### src/rtl/uart_rx_fifo_if.sv
// uart_rx_fifo_if
//   Read-side valid/ready bus of the UART receive FIFO.
//   master : the FIFO (drives head entry and rd_valid, samples rd_ready)
//   slave  : the host/bus consumer
//   Signals: rd_valid, rd_ready, rd_data[DATA_BITS], rd_parity_err, rd_frame_err
interface uart_rx_fifo_if #(
   parameter int DATA_BITS = 8
);
   logic                 rd_valid;
   logic                 rd_ready;
   logic [DATA_BITS-1:0] rd_data;
   logic                 rd_parity_err;
   logic                 rd_frame_err;

   modport master (
      output rd_valid, rd_data, rd_parity_err, rd_frame_err,
      input  rd_ready
   );

   modport slave (
      input  rd_valid, rd_data, rd_parity_err, rd_frame_err,
      output rd_ready
   );
endinterface

### src/rtl/uart_rx_fifo.sv
// uart_rx_fifo
//   Receive buffer sitting right after the UART receiver. Each rising edge of
//   rx_data_ready captures {frame_err, parity_err, data} into a DEPTH-entry
//   first-word-fall-through FIFO. The consumer drains it over rd_if.
//   Ports:
//     clk, reset_n        clock, async active-low reset
//     rx_data/_ready      character and strobe from the receiver (strobe spans many clk)
//     rx_parity_err       per-character parity error
//     rx_frame_err        per-character frame error
//     rd_if (master)      head entry + valid/ready handshake
//     count               occupancy 0..DEPTH
//     almost_full         count >= AF_LEVEL
//     overrun             sticky: a character was dropped while full
//     clr_overrun         pulse to clear overrun
module uart_rx_fifo #(
   parameter int DATA_BITS = 8,
   parameter int DEPTH     = 16,
   parameter int AF_LEVEL  = 12
) (
   input  logic                     clk,
   input  logic                     reset_n,
   input  logic [DATA_BITS-1:0]     rx_data,
   input  logic                     rx_data_ready,
   input  logic                     rx_parity_err,
   input  logic                     rx_frame_err,
   uart_rx_fifo_if.master           rd_if,
   output logic [$clog2(DEPTH):0]   count,
   output logic                     almost_full,
   output logic                     overrun,
   input  logic                     clr_overrun
);

   localparam int PW = $clog2(DEPTH);
   localparam int CW = PW + 1;
   localparam int EW = DATA_BITS + 2;

   if (DEPTH < 2 || (1 << PW) != DEPTH) begin : g_bad_depth
      $fatal(1, "uart_rx_fifo: DEPTH must be a power of 2 and >= 2");
   end
   if (AF_LEVEL < 1 || AF_LEVEL > DEPTH) begin : g_bad_af
      $fatal(1, "uart_rx_fifo: AF_LEVEL must be in 1..DEPTH");
   end

   // Storage is intentionally not reset; only the pointers/count define validity.
   logic [EW-1:0] mem [DEPTH];

   logic [PW-1:0] wr_ptr_q, wr_ptr_d;
   logic [PW-1:0] rd_ptr_q, rd_ptr_d;
   logic [CW-1:0] count_q, count_d;
   logic          dr_q, dr_d;
   logic          overrun_q, overrun_d;
   logic          almost_full_q, almost_full_d;

   logic          push, pop, full, wr_en, drop, rd_valid;
   logic [EW-1:0] head;

   assign rd_valid = (count_q != '0);
   assign full     = (count_q == CW'(DEPTH));
   // Rising edge of the strobe; dr_q resets to 1 so a strobe already high at
   // reset release is ignored.
   assign push     = rx_data_ready & ~dr_q;
   assign pop      = rd_valid & rd_if.rd_ready;
   // When full, a same-cycle pop frees the slot the push lands in.
   assign wr_en    = push & (~full | pop);
   assign drop     = push & full & ~pop;

   always_comb begin
      dr_d      = rx_data_ready;
      wr_ptr_d  = wr_ptr_q;
      rd_ptr_d  = rd_ptr_q;
      count_d   = count_q;
      overrun_d = overrun_q;

      if (wr_en) wr_ptr_d = wr_ptr_q + PW'(1);
      if (pop)   rd_ptr_d = rd_ptr_q + PW'(1);

      case ({wr_en, pop})
         2'b10:   count_d = count_q + CW'(1);
         2'b01:   count_d = count_q - CW'(1);
         default: count_d = count_q;
      endcase

      // Set wins over clear in the same cycle.
      if (drop)             overrun_d = 1'b1;
      else if (clr_overrun) overrun_d = 1'b0;

      almost_full_d = (count_d >= CW'(AF_LEVEL));
   end

   always_ff @(posedge clk or negedge reset_n) begin
      if (!reset_n) begin
         wr_ptr_q      <= '0;
         rd_ptr_q      <= '0;
         count_q       <= '0;
         dr_q          <= 1'b1;
         overrun_q     <= 1'b0;
         almost_full_q <= 1'b0;
      end else begin
         wr_ptr_q      <= wr_ptr_d;
         rd_ptr_q      <= rd_ptr_d;
         count_q       <= count_d;
         dr_q          <= dr_d;
         overrun_q     <= overrun_d;
         almost_full_q <= almost_full_d;
      end
   end

   always_ff @(posedge clk) begin
      if (wr_en) mem[wr_ptr_q] <= {rx_frame_err, rx_parity_err, rx_data};
   end

   // Fall-through head; forced to zero while empty so outputs are clean after reset.
   assign head                = rd_valid ? mem[rd_ptr_q] : '0;
   assign rd_if.rd_valid      = rd_valid;
   assign rd_if.rd_data       = head[DATA_BITS-1:0];
   assign rd_if.rd_parity_err = head[DATA_BITS];
   assign rd_if.rd_frame_err  = head[DATA_BITS+1];

   assign count       = count_q;
   assign almost_full = almost_full_q;
   assign overrun     = overrun_q;

endmodule

### src/flat_wrapper.sv
// flat-port wrapper written by rule: the top's interface ports become plain ports
module uart_rx_fifo_flat 
#(
   parameter int DATA_BITS = 8,
   parameter int DEPTH     = 16,
   parameter int AF_LEVEL  = 12
)
  (clk, reset_n, rx_data, rx_data_ready, rx_parity_err, rx_frame_err, count, almost_full, overrun, clr_overrun, rd_if_rd_valid, rd_if_rd_data, rd_if_rd_parity_err, rd_if_rd_frame_err, rd_if_rd_ready);
  uart_rx_fifo_if #(.DATA_BITS(DATA_BITS)) rd_if_i ();
  input  logic clk;
  input  logic reset_n;
  input  logic [DATA_BITS-1:0] rx_data;
  input  logic rx_data_ready;
  input  logic rx_parity_err;
  input  logic rx_frame_err;
  output logic [$clog2(DEPTH):0] count;
  output logic almost_full;
  output logic overrun;
  input  logic clr_overrun;
  output wire logic [$bits(rd_if_i.rd_valid)-1:0] rd_if_rd_valid;
  output wire logic [$bits(rd_if_i.rd_data)-1:0] rd_if_rd_data;
  output wire logic [$bits(rd_if_i.rd_parity_err)-1:0] rd_if_rd_parity_err;
  output wire logic [$bits(rd_if_i.rd_frame_err)-1:0] rd_if_rd_frame_err;
  input wire logic [$bits(rd_if_i.rd_ready)-1:0] rd_if_rd_ready;
  assign rd_if_rd_valid = rd_if_i.rd_valid;
  assign rd_if_rd_data = rd_if_i.rd_data;
  assign rd_if_rd_parity_err = rd_if_i.rd_parity_err;
  assign rd_if_rd_frame_err = rd_if_i.rd_frame_err;
  assign rd_if_i.rd_ready = rd_if_rd_ready;
  uart_rx_fifo #(.DATA_BITS(DATA_BITS), .DEPTH(DEPTH), .AF_LEVEL(AF_LEVEL)) u_core (.clk(clk), .reset_n(reset_n), .rx_data(rx_data), .rx_data_ready(rx_data_ready), .rx_parity_err(rx_parity_err), .rx_frame_err(rx_frame_err), .rd_if(rd_if_i), .count(count), .almost_full(almost_full), .overrun(overrun), .clr_overrun(clr_overrun));
endmodule
### config.mk
export PLATFORM = sky130hd
export DESIGN_NAME = uart_rx_fifo_flat
export DESIGN_NICKNAME = d
export VERILOG_FILES = /design/src/rtl/uart_rx_fifo_if.sv /design/src/rtl/uart_rx_fifo.sv /design/src/flat_wrapper.sv
export SDC_FILE = /design/constraint.sdc
export NUM_CORES = 1
export LEC_CHECK = 0
export CAP_MARGIN = 0
export CORE_MARGIN = 3
export CORE_UTILIZATION = 60
export CTS_BUF_LIST = sky130_fd_sc_hd__clkbuf_4
export DETAILED_ROUTE_END_ITERATION = 7
export HOLD_SLACK_MARGIN = 0.1
export PLACE_DENSITY = 0.79
export SLEW_MARGIN = 5
export SYNTH_ARGS = -nofsm -noshare
export SYNTH_HDL_FRONTEND = slang
export SYNTH_SLANG_ARGS = --single-unit
### constraint.sdc
create_clock -name clk -period 3.8 [get_ports clk]
set_input_delay 0.76 -clock clk [delete_from_list [all_inputs] [get_ports clk]]
set_output_delay 0.76 -clock clk [all_outputs]
set_load 0.01 [all_outputs]
# Word level (Yosys, flattened, before mapping)

Memory sizes are Yosys's and may differ from the RTL's.
Index checks and enable logic that the tools add are counted.

$add $sub $neg: 4
Equality and inequality tests: 3
Reduce and logical (&&, ||, !) cells: 2
Bitwise logic cells: 9
Multiplexer cells: 6
Divide/modulo/power cells: 0
Shift operators: 0
$lt $le $gt $ge: 1
Multiply operators: 0

Operators with widths:

| cell                                                                                 | number |
|---|---|
| 10-bit two-way mux                                                                   | 1 |
| 5-bit case mux with 2 select lines                                                   | 1 |
| 4-bit by 1-bit adder with 4-bit output (second input constant)                       | 2 |
| 5-bit by 1-bit adder with 5-bit output (second input constant)                       | 1 |
| 1-bit bitwise AND                                                                    | 5 |
| 5-bit == test (second input constant)                                                | 1 |
| 5-bit by 4-bit greater-or-equal comparator with 1-bit output (second input constant) | 1 |
| 5-bit nonzero test                                                                   | 1 |
| 5-bit by 1-bit subtractor with 5-bit output (second input constant)                  | 1 |
| 1-bit two-way mux                                                                    | 4 |
| 1-bit inverter                                                                       | 3 |
| 2-bit by 1-bit == test with 1-bit output (second input constant)                     | 1 |
| 2-bit == test (second input constant)                                                | 1 |
| 2-bit nonzero test                                                                   | 1 |
| 1-bit bitwise OR                                                                     | 1 |

Logic and storage cells: 32
Input port bits: 15
Bits in read-only memories: 0
Memory bits (writable): 160
Bits in latches: 0
Memories kept: 1
Flip-flop bits (word level): 16

Memory list:

| memory     | words | width | read ports | clocked after Yosys merged registers in | wr ports | line               | RTL |
|---|---|---|---|---|---|---|---|
| u_core.mem | 16    | 10    | 1          | 0                                       | 1        | uart_rx_fifo.sv:45 | `logic [EW-1:0] mem [DEPTH];` |

# Depth between registers and ports, before layout

Gate-level depths: netlist (run 1).

Depth after elaboration: 7
Depth in mapped cells: 14

# Least setup slack after synthesis (run 1)

OpenSTA, ideal clock, no wires.

Kind: input to register
From: input port rd_if_rd_ready
To: register u_core.almost_full_q, in the netlist u_core.almost_full
Required time: 3.682 ns
Path slack: 0.907 ns
Data arrival time: 2.775 ns
Stages: 12
Library setup time: 0.118 ns
Path through: nand3b_1 -> nor3b_2 -> inv_1 -> ha_1 -> clkbuf_1 -> xor2_1 -> ha_1 -> a21oi_1 -> xor2_1 -> nor2_1 -> xor2_1 -> a21o_1

Cells in the longest elaborated chain, start to end: 6
Elaborated cells between the ends (all ways): 7

Ends and longest elaborated chain:

| item                                                                      | line                | RTL |
|---|---|---|
| start: declaration                                                        | flat_wrapper.sv:24  | `input wire logic [$bits(rd_if_i.rd_ready)-1:0] rd_if_rd_ready;` |
| 1-bit bitwise AND (*)                                                     | uart_rx_fifo.sv:62  | `assign pop = rd_valid & rd_if.rd_ready;` |
| 1-bit bitwise OR                                                          | uart_rx_fifo.sv:64  | `assign wr_en = push & (~full \| pop);` |
| 1-bit bitwise AND                                                         | uart_rx_fifo.sv:64  |  |
| 2-bit by 1-bit == test with 1-bit output or 2-bit == test (tied branches) | uart_rx_fifo.sv:77  | `case ({wr_en, pop})` |
| 5-bit case mux with 2 select lines (*)                                    | uart_rx_fifo.sv:77  |  |
| via u_core.count_d[2]                                                     | uart_rx_fifo.sv:49  | `logic [CW-1:0] count_q, count_d;` |
| 5-bit by 4-bit greater-or-equal comparator with 1-bit output (*)          | uart_rx_fifo.sv:87  | `almost_full_d = (count_d >= CW'(AF_LEVEL));` |
| via u_core.almost_full_d                                                  | uart_rx_fifo.sv:52  | `logic almost_full_q, almost_full_d;` |
| end signal: assignment                                                    | uart_rx_fifo.sv:104 | `almost_full_q <= almost_full_d;` |
| end: declaration                                                          | uart_rx_fifo.sv:52  |  |

The timed path passes the listed nets; every way through them passes the cells marked *.
A chain may end at the register's enable or synchronous reset.

# Worst setup path in the final report (run 1)

From: register u_core.rd_ptr_q[0]
To: output port rd_if_rd_data[5]

Cells in the longest elaborated chain, start to end: 2

Ends and longest elaborated chain:

| item                     | line                | RTL |
|---|---|---|
| start: declaration       | uart_rx_fifo.sv:48  | `logic [PW-1:0] rd_ptr_q, rd_ptr_d;` |
| start signal: assignment | uart_rx_fifo.sv:100 | `rd_ptr_q <= rd_ptr_d;` |
| memory read 16 x 10 bit  | -                   |  |
| 10-bit two-way mux       | uart_rx_fifo.sv:113 | `assign head = rd_valid ? mem[rd_ptr_q] : '0;` |
| end: declaration         | flat_wrapper.sv:21  | `output wire logic [$bits(rd_if_i.rd_data)-1:0] rd_if_rd_data;` |

No other way between the ends.

==> results of run 1 <==
[layout make-up]
class / count / share of cell area [%]
sequential: 176 / 65.5
multi-input combinational: 131 / 21.2
timing repair buffer: 62 / 7.80
tap: 140 / 2.20
clock buffer: 19 / 1.79
clock inverter: 13 / 1.16
inverter: 8 / 0.377
antenna: 1 / 0.0315
[cells in the final DEF, fill, tap and decap left out, types with 3 or more instances in the layout]
cell / instances
ha_1: 8
xnor2_1: 7
inv_1: 8
dfrtp_1: 13
clkbuf_4: 19
clkinv_2: 5
dlymetal6s2s_1: 3
nand2_1: 7
clkinv_4: 5
clkdlybuf4s50_1: 29
edfxtp_1: 160
nor3_1: 5
mux4_2: 50
nor2_1: 13
xor2_1: 5
buf_4: 26
nor2b_1: 12
[timing repair]
item | in CTS | in global routing
setup buffers | 0 | 6
resized for setup | 0 | 4
setup endpoints to repair | 0 | 10
[kinds of logic (layout without fill, tap and decap cells)]
family,Yosys count,in the layout,share of synthesized area (%)
XOR/XNOR,12,12,1.50
flip-flops,176,176,74.2
other,0,1,0
adder cells (fa/ha/maj),8,8,1.43
AND/OR/NAND/NOR,47,47,3.55
AO/OA/AOI/OAI,12,12,1.16
multiplexers,52,52,16.4
buffers and inverters,26,102,1.84
[worst max path at each step]
| stage | start | cells past startpoint | endpoint |
|---|---|---|---|
| floorplan | rd_if_rd_ready | 12 | u_core.almost_full |
| global placement | u_core.rd_ptr_q[0] | 5 | rd_if_rd_data[4] |
| detailed placement | rd_if_rd_ready | 12 | u_core.almost_full |
| CTS | u_core.rd_ptr_q[0] | 5 | rd_if_rd_parity_err |
| global route | u_core.rd_ptr_q[0] | 5 | rd_if_rd_data[5] |
| finish | u_core.rd_ptr_q[0] | 5 | rd_if_rd_data[5] |
[worst register-to-register path: cells and delay by family (launching register included)]
| kind | cells | cell delay [ns] |
|---|---|---|
| and+or+nand+nor | 4 | 0.70 |
| xor gates and xnor gates | 2 | 0.33 |
| AOI/OAI and AO/OA | 3 | 0.58 |
| DFF | 1 | 0.51 |
| adders and majority gates | 2 | 0.52 |
| buffers and inverters | 2 | 0.38 |
[routing by layer]
| layer | vias up | share of wire, % | GRT usage, % | wire (µm) |
|---|---|---|---|---|
| met5 | - | 0 | 0 | 0 |
| met4 | 0 | 1.4 | 8.39 | 188 |
| met3 | 15 | 5.4 | 4.07 | 700 |
| met2 | 123 | 50 | 32.0 | 6470 |
| met1 | 1758 | 44 | 32.0 | 5680 |
| li1 | 1482 | - | - | - |
[power by group through the flow]
| stage | combinational (mW) | sequential (mW) | clock [mW] |
|---|---|---|---|
| 2_1_floorplan | 1.29 | 2.41 | 0 |
| 3_3_place_gp | 1.79 | 2.52 | 0 |
| 3_5_place_dp | 1.81 | 2.53 | 0 |
| 4_1_cts | 1.82 | 2.49 | 0.911 |
| 5_1_grt | 2.07 | 2.52 | 1.01 |
| 6_report | 1.93 | 2.49 | 0.895 |
[sequential cells by signal, indices dropped and copies added (netlist names)]
register,cells
u_core.mem,160
u_core.count,5
u_core.rd_ptr_q,4
u_core.wr_ptr_q,4
u_core.almost_full,1
u_core.dr_q,1
u_core.overrun,1
[metrics by stage]
step                power, mW  setup WS, ns
floorplan                3.70         0.907
global placement         4.30         0.643
detailed placement       4.35         0.561
CTS                      5.22       0.00120
global route             5.60      -0.00400
finish                   5.31         0.110
==> run metrics, run 1 <==
max_cap viols 0; vias in the first global route 3,420; critical path arrival ~2.9 ns; worst r2r path cells 13; yosys warns 0; crit-path max FO 21; largest net degree at the start of global routing 44; slowest stage cell, crit path mux4_2; TritonRoute pass-1 iters 5; Worst Hold End u_core.overrun; reg2reg end u_core.almost_full; combinational power share between 30% and 40%; Clk pin slew, worst setup/hold paths 0.13 ns; area share of the largest cell type after synthesis 68.4%; global route overflow 0; required time worst endpoint 3.04 ns; Fill cells a little under 700; Worst R2R Setup Slack about 0.7 ns; fin crit share between 90% and 100%; Vias/cell between 6 and 7; WP buf/inv 2; Hold Path Class reg2reg; die height 114 µm; Avg Inst Size Synth 21.1 µm²; design area 7960 µm²; CP cell instances clkbuf_16 > mux4_2 > mux4_2 > nor2b_1 > clkdlybuf4s50_1; detailed-route via count about 3,400; Post-CTS Hold Buffers 0; post-route ant nets 0; leading cell types by total area after synthesis edfxtp_1 (68%), mux4_2 (16%), dfrtp_1 (5.3%), ha_1 (1.4%), nor2b_1 (1.1%); register area share after synthesis between 70% and 80%; total track usage 21.4%; crit-path leading delay family multiplexers; final WL approximately 13,000 µm; clk_lat worst skew ~0.55 ns; Least-Margin Pin Slew around 0.74 ns; crit end category output pin; CP peak stage delay about 0.54 ns; first-pass GRT wire length between 15,000 and 20,000 µm; htree depth 4; area leader, netlist edfxtp_1; Fin. Hold Viols 0; fin. max-slew vios 0; Clk pwr share between 10% and 20%; footprint of the multi-input gates around 1700 µm²; Worst Path Class, Setup reg2out; Post-synth ARST share under 10%; cell area after synthesis around 7000 µm²; DIE AREA between 10,000 and 15,000 µm²; Layout Skew 0.0209 ns; Primary FF master, synth edfxtp_1; Reg area ~5200 µm²; Area Overhead vs Synth 13.4%; initial antenna violation count 1; Final nets ~420; die width around 110 µm; row cnt 38; IO Pins 33; R2R Path Start u_core.count[1]; Critical Path Most Common Cell mux4_2; Core Footprint about 11,000 µm²; placed instance count 509; sw frac roughly 30%; total negative slack 0 ns; TritonCTS clock tree built; Initial Util 63.1%; Root Driver clkbuf_4; Yosys reg bits 176; hold_sp u_core.overrun; Rel. slew slack between 50% and 60%; internal power ~3.7 mW; Post-Layout Cell Count 550; clk buf depth 2; sw power 1.63 mW; 1st-iter DRT viols between 300 and 400; placed instance area 7610 µm²; Leak Pwr between 2 and 3 nW; cts bufs inserted 17; Routed WL per cell 23.7 µm; VDD IR max roughly 0.00046 V; Post-Syn Nets 356; Hold Path Depth 2; commonest cells in the netlist edfxtp_1 (160), mux4_2 (50), dfrtp_1 (15); status finished clean; share of cells above drive strength 1 between 20% and 30%; count leader, synth edfxtp_1; Flop pwr share 46.9%; fin crit period 3.69 ns; Startpoint Class register; final core utilization 71.5%; setup violators final 0; port bufs 32; detailed placement HPWL ~8500 µm; GP Congestion about 0.80; Worst Hold Slack ~0.55 ns; Cell variety after synth 34; Max Fclk between 200 and 300 MHz; Synth Instances about 330; Clock Sinks 176; number of enable flip-flop cells after synthesis 160; P per Cell Area ~670 nW/µm²; DR DRC count 0
Power figures use the tool's default switching activity.
==> run 2: changes to the inputs <==
--- a/config.mk
+++ b/config.mk
@@ -5,13 +5,16 @@
 export SDC_FILE = /design/constraint.sdc
 export NUM_CORES = 1
 export LEC_CHECK = 0
+export ABC_AREA = 1
 export CAP_MARGIN = 0
 export CORE_MARGIN = 3
 export CORE_UTILIZATION = 60
 export CTS_BUF_LIST = sky130_fd_sc_hd__clkbuf_4
 export DETAILED_ROUTE_END_ITERATION = 7
+export GPL_TIMING_DRIVEN = 0
 export HOLD_SLACK_MARGIN = 0.1
 export PLACE_DENSITY = 0.79
+export RECOVER_POWER = 25
 export SLEW_MARGIN = 5
 export SYNTH_ARGS = -nofsm -noshare
 export SYNTH_HDL_FRONTEND = slang
==> run metrics, run 2 <==
Startpoint Class register; number of enable flip-flop cells after synthesis 160 (unchanged); vias in the first global route 4,782 (+40%); detailed-route via count 5,064 (+50%); Worst Path Class, Setup reg2out; global route overflow 0 (unchanged); total negative slack 0 ns (unchanged); design area 8140 µm² (+2.3%); Cell variety after synth 23 (-32%); required time worst endpoint 3.04 ns (about the same); CP peak stage delay 0.56 ns (+0.02 ns); Worst Hold End u_core.overrun; Fin. Hold Viols 0 (unchanged); placed instance area 7900 µm² (+3.8%); Avg Inst Size Synth 11.2 µm² (-47%); cts bufs inserted 17 (unchanged); Final nets 736 (+76%); crit-path max FO 10 (-52%); R2R Path Start u_core.count[1]; fin crit share 92.8% (-4.3 points); TritonRoute pass-1 iters 5 (unchanged); DR DRC count 0 (unchanged); status finished clean; Hold Path Class reg2reg; Vias/cell 5.83 (-5.1%); total power 5.79 mW (+8.9%); slowest stage cell, crit path clkdlybuf4s50_1; crit end category output pin; 1st-iter DRT viols 675 (+95%); Post-CTS Setup Bufs 0 (unchanged); Yosys reg bits 176 (unchanged); Synth Instances 662 (+99%); fin. max-slew vios 0 (unchanged); GP Congestion 0.892 (+11%); Hold Path Depth 2 (unchanged); area leader, netlist edfxtp_1; Root Driver clkbuf_4; met3 routed WL 1370 µm (+96%); ant diodes 0 (-1); max reg flops 160 (unchanged); PostCTS Resize Cnt 0 (unchanged); most frequent cells in the layout nand2_1 (240), edfxtp_1 (160), nand3_1 (130); row cnt 39 (+2.6%); TritonCTS clock tree built; Reg with most FFs u_core.mem; clk_lat worst skew 0.56 ns (about the same); Post-Syn Nets 685 (+92%); Metal-1 WL 6610 µm (+16%); clk buf depth 2 (unchanged); Clk pin slew, worst setup/hold paths 0.13 ns (about the same); Layout Skew 0.0149 ns (-0.00601 ns); Initial Util 63.2% (+0.072 points); Least-Margin Pin Slew 1.20 ns (+0.460 ns); Post-CTS Hold Buffers 0 (unchanged); cell area after synthesis 7400 µm² (+5.4%); P per Cell Area 711 nW/µm² (+6.4%); Worst Hold Slack 0.548 ns (-0.00107 ns); count leader, synth nand2_1; commonest cells in the netlist nand2_1 (240), edfxtp_1 (160), nand3_1 (130); DIE AREA 13,700 µm² (+5.1%); port bufs 32 (unchanged); crit-path leading delay family buffers and inverters; Leak Pwr 3.12 nW (+17%); worst r2r path cells 16 (+3); leading cell types by total area after synthesis edfxtp_1 (65%), nand2_1 (12%), nand3_1 (8.8%), dfrtp_1 (5.1%), ha_1 (1.4%); VDD IR max 0.000523 V (+14%); RSZ-0062 raised after global routing no; setup violators final 0 (unchanged); yosys warns 0 (unchanged); Worst R2R Setup Slack 0.91 ns (+0.20 ns); Post-synth ARST share 9.09% (unchanged); Clock Sinks 176 (unchanged); post-route ant nets 0 (unchanged); total track usage 26.4% (+5.0 points); Critical Path Most Common Cell nand2_1; Routed WL per cell 19.6 µm (-17%); fin crit period 3.53 ns (-0.163 ns); final WL 17,000 µm (+30%); largest net degree at the start of global routing 17 (-61%); detailed placement HPWL 10,900 µm (+28%); share of cells above drive strength 1 7.85% (-21 points); WP buf/inv 4 (+2); hold_sp u_core.overrun; Max Fclk 283 MHz (+4.6%); commonest non-fill, non-tap cell in the layout nand2_1; critical path arrival 2.77 ns (-0.16 ns); initial antenna violation count 0 (-1); Core Footprint 11,700 µm² (+5.3%); register area share after synthesis 70.4% (-3.8 points); metal2 WL 8500 µm (+31%); first-pass GRT wire length 25,600 µm (+29%); highest metal layer with signal wires met4; die height 117 µm (+2.5%); IO Pins 33 (unchanged); max_cap viols 0 (unchanged); Primary FF master, synth edfxtp_1; Rel. slew slack 19.8% (-31 points); CP cell instances buf_2 > clkinv_2 > buf_2 > nand2_1 > nand3_1 > nand3_1 > nand2_1 > nand2_1 > a21oi_1 > clkdlybuf4s50_1; area share of the largest cell type after synthesis 65.0% (-3.5 points); die width 117 µm (+2.5%); Area Overhead vs Synth 10.1%; htree depth 4 (unchanged); final core utilization 69.5% (-2.0 points); reg2reg end u_core.almost_full
## run 2: worst register-to-register path, cell delays in order (launching register included)
cell     delay (ns)
dfrtp_1        0.47
nor2_1         0.16
nand3_1        0.15
o31ai_1        0.50
ha_1           0.39
nand2_1        0.08
inv_1          0.10
nor2_1         0.07
ha_1           0.18
inv_1          0.05
nand2_1        0.08
nand3_1        0.12
nand2_1        0.07
nand2_1        0.06
nand2_1        0.05
a21oi_1        0.19
nand2_1        0.08
## run 2: worst max-delay path by stage
stage / start / endpoint / cells past startpoint / slack [ns]
after floorplan: rd_if_rd_ready / u_core.almost_full / 14 / 1.37
after global placement: rd_if_rd_ready / u_core.almost_full / 15 / 0.57
after detailed placement: rd_if_rd_ready / u_core.almost_full / 15 / 0.48
after CTS: u_core.rd_ptr_q[0] / rd_if_rd_parity_err / 10 / 0.28
after global routing: u_core.rd_ptr_q[0] / rd_if_rd_data[6] / 10 / 0.06
final: u_core.rd_ptr_q[0] / rd_if_rd_parity_err / 10 / 0.27
## run 2: power breakdown
group / switching, mW / total (mW) / internal, mW
sequential: 0.0882 / 2.36 / 2.27
clock: 0.629 / 0.959 / 0.330
combinational: 1.58 / 2.47 / 0.884
## run 2: per-layer routing
| metal | GRT usage [%] | vias up |
|---|---|---|
| met3 | 6.02 | 44 |
| met5 | 0 | - |
| li1 | - | 2386 |
| met1 | 33.4 | 2372 |
| met4 | 10.6 | 0 |
| met2 | 44.4 | 262 |
## run 2: cell families after synthesis
kind of cell | after synthesis | share of synthesized area (%)
AND/OR/NAND/NOR | 393 | 22.4
AO/OA/AOI/OAI | 21 | 1.47
XOR/XNOR | 7 | 0.829
adder cells (fa/ha/maj) | 8 | 1.35
flip-flops | 176 | 70.4
buffers and inverters | 57 | 3.52
## run 2: area by class of cell
cell class / count / area, µm²
Inverter: 25 / 95.1
Timing Repair Buffer: 32 / 320
Clock buffer: 18 / 135
Tap cell: 143 / 179
Sequential cell: 176 / 5210
Multi-Input combinational cell: 429 / 1930
Clock inverter: 14 / 115
Buffer: 32 / 165
Fill cell: 838 / 3570
## run 2: through the flow
step / setup slack, ns / instances
global route: 0.0602 / 869
finish: 0.273 / 869
detailed placement: 0.483 / 837
global placement: 0.574 / 837
floorplan: 1.37 / 662
CTS: 0.276 / 869
==> run 3: changes to the inputs <==
--- a/config.mk
+++ b/config.mk
@@ -12,7 +12,6 @@
 export CTS_BUF_LIST = sky130_fd_sc_hd__clkbuf_4
 export DETAILED_ROUTE_END_ITERATION = 7
 export GPL_TIMING_DRIVEN = 0
-export HOLD_SLACK_MARGIN = 0.1
 export PLACE_DENSITY = 0.79
 export RECOVER_POWER = 25
 export SLEW_MARGIN = 5
==> results of run 3 <==
Final layout, timing and power as in run 2 (identical DEF).
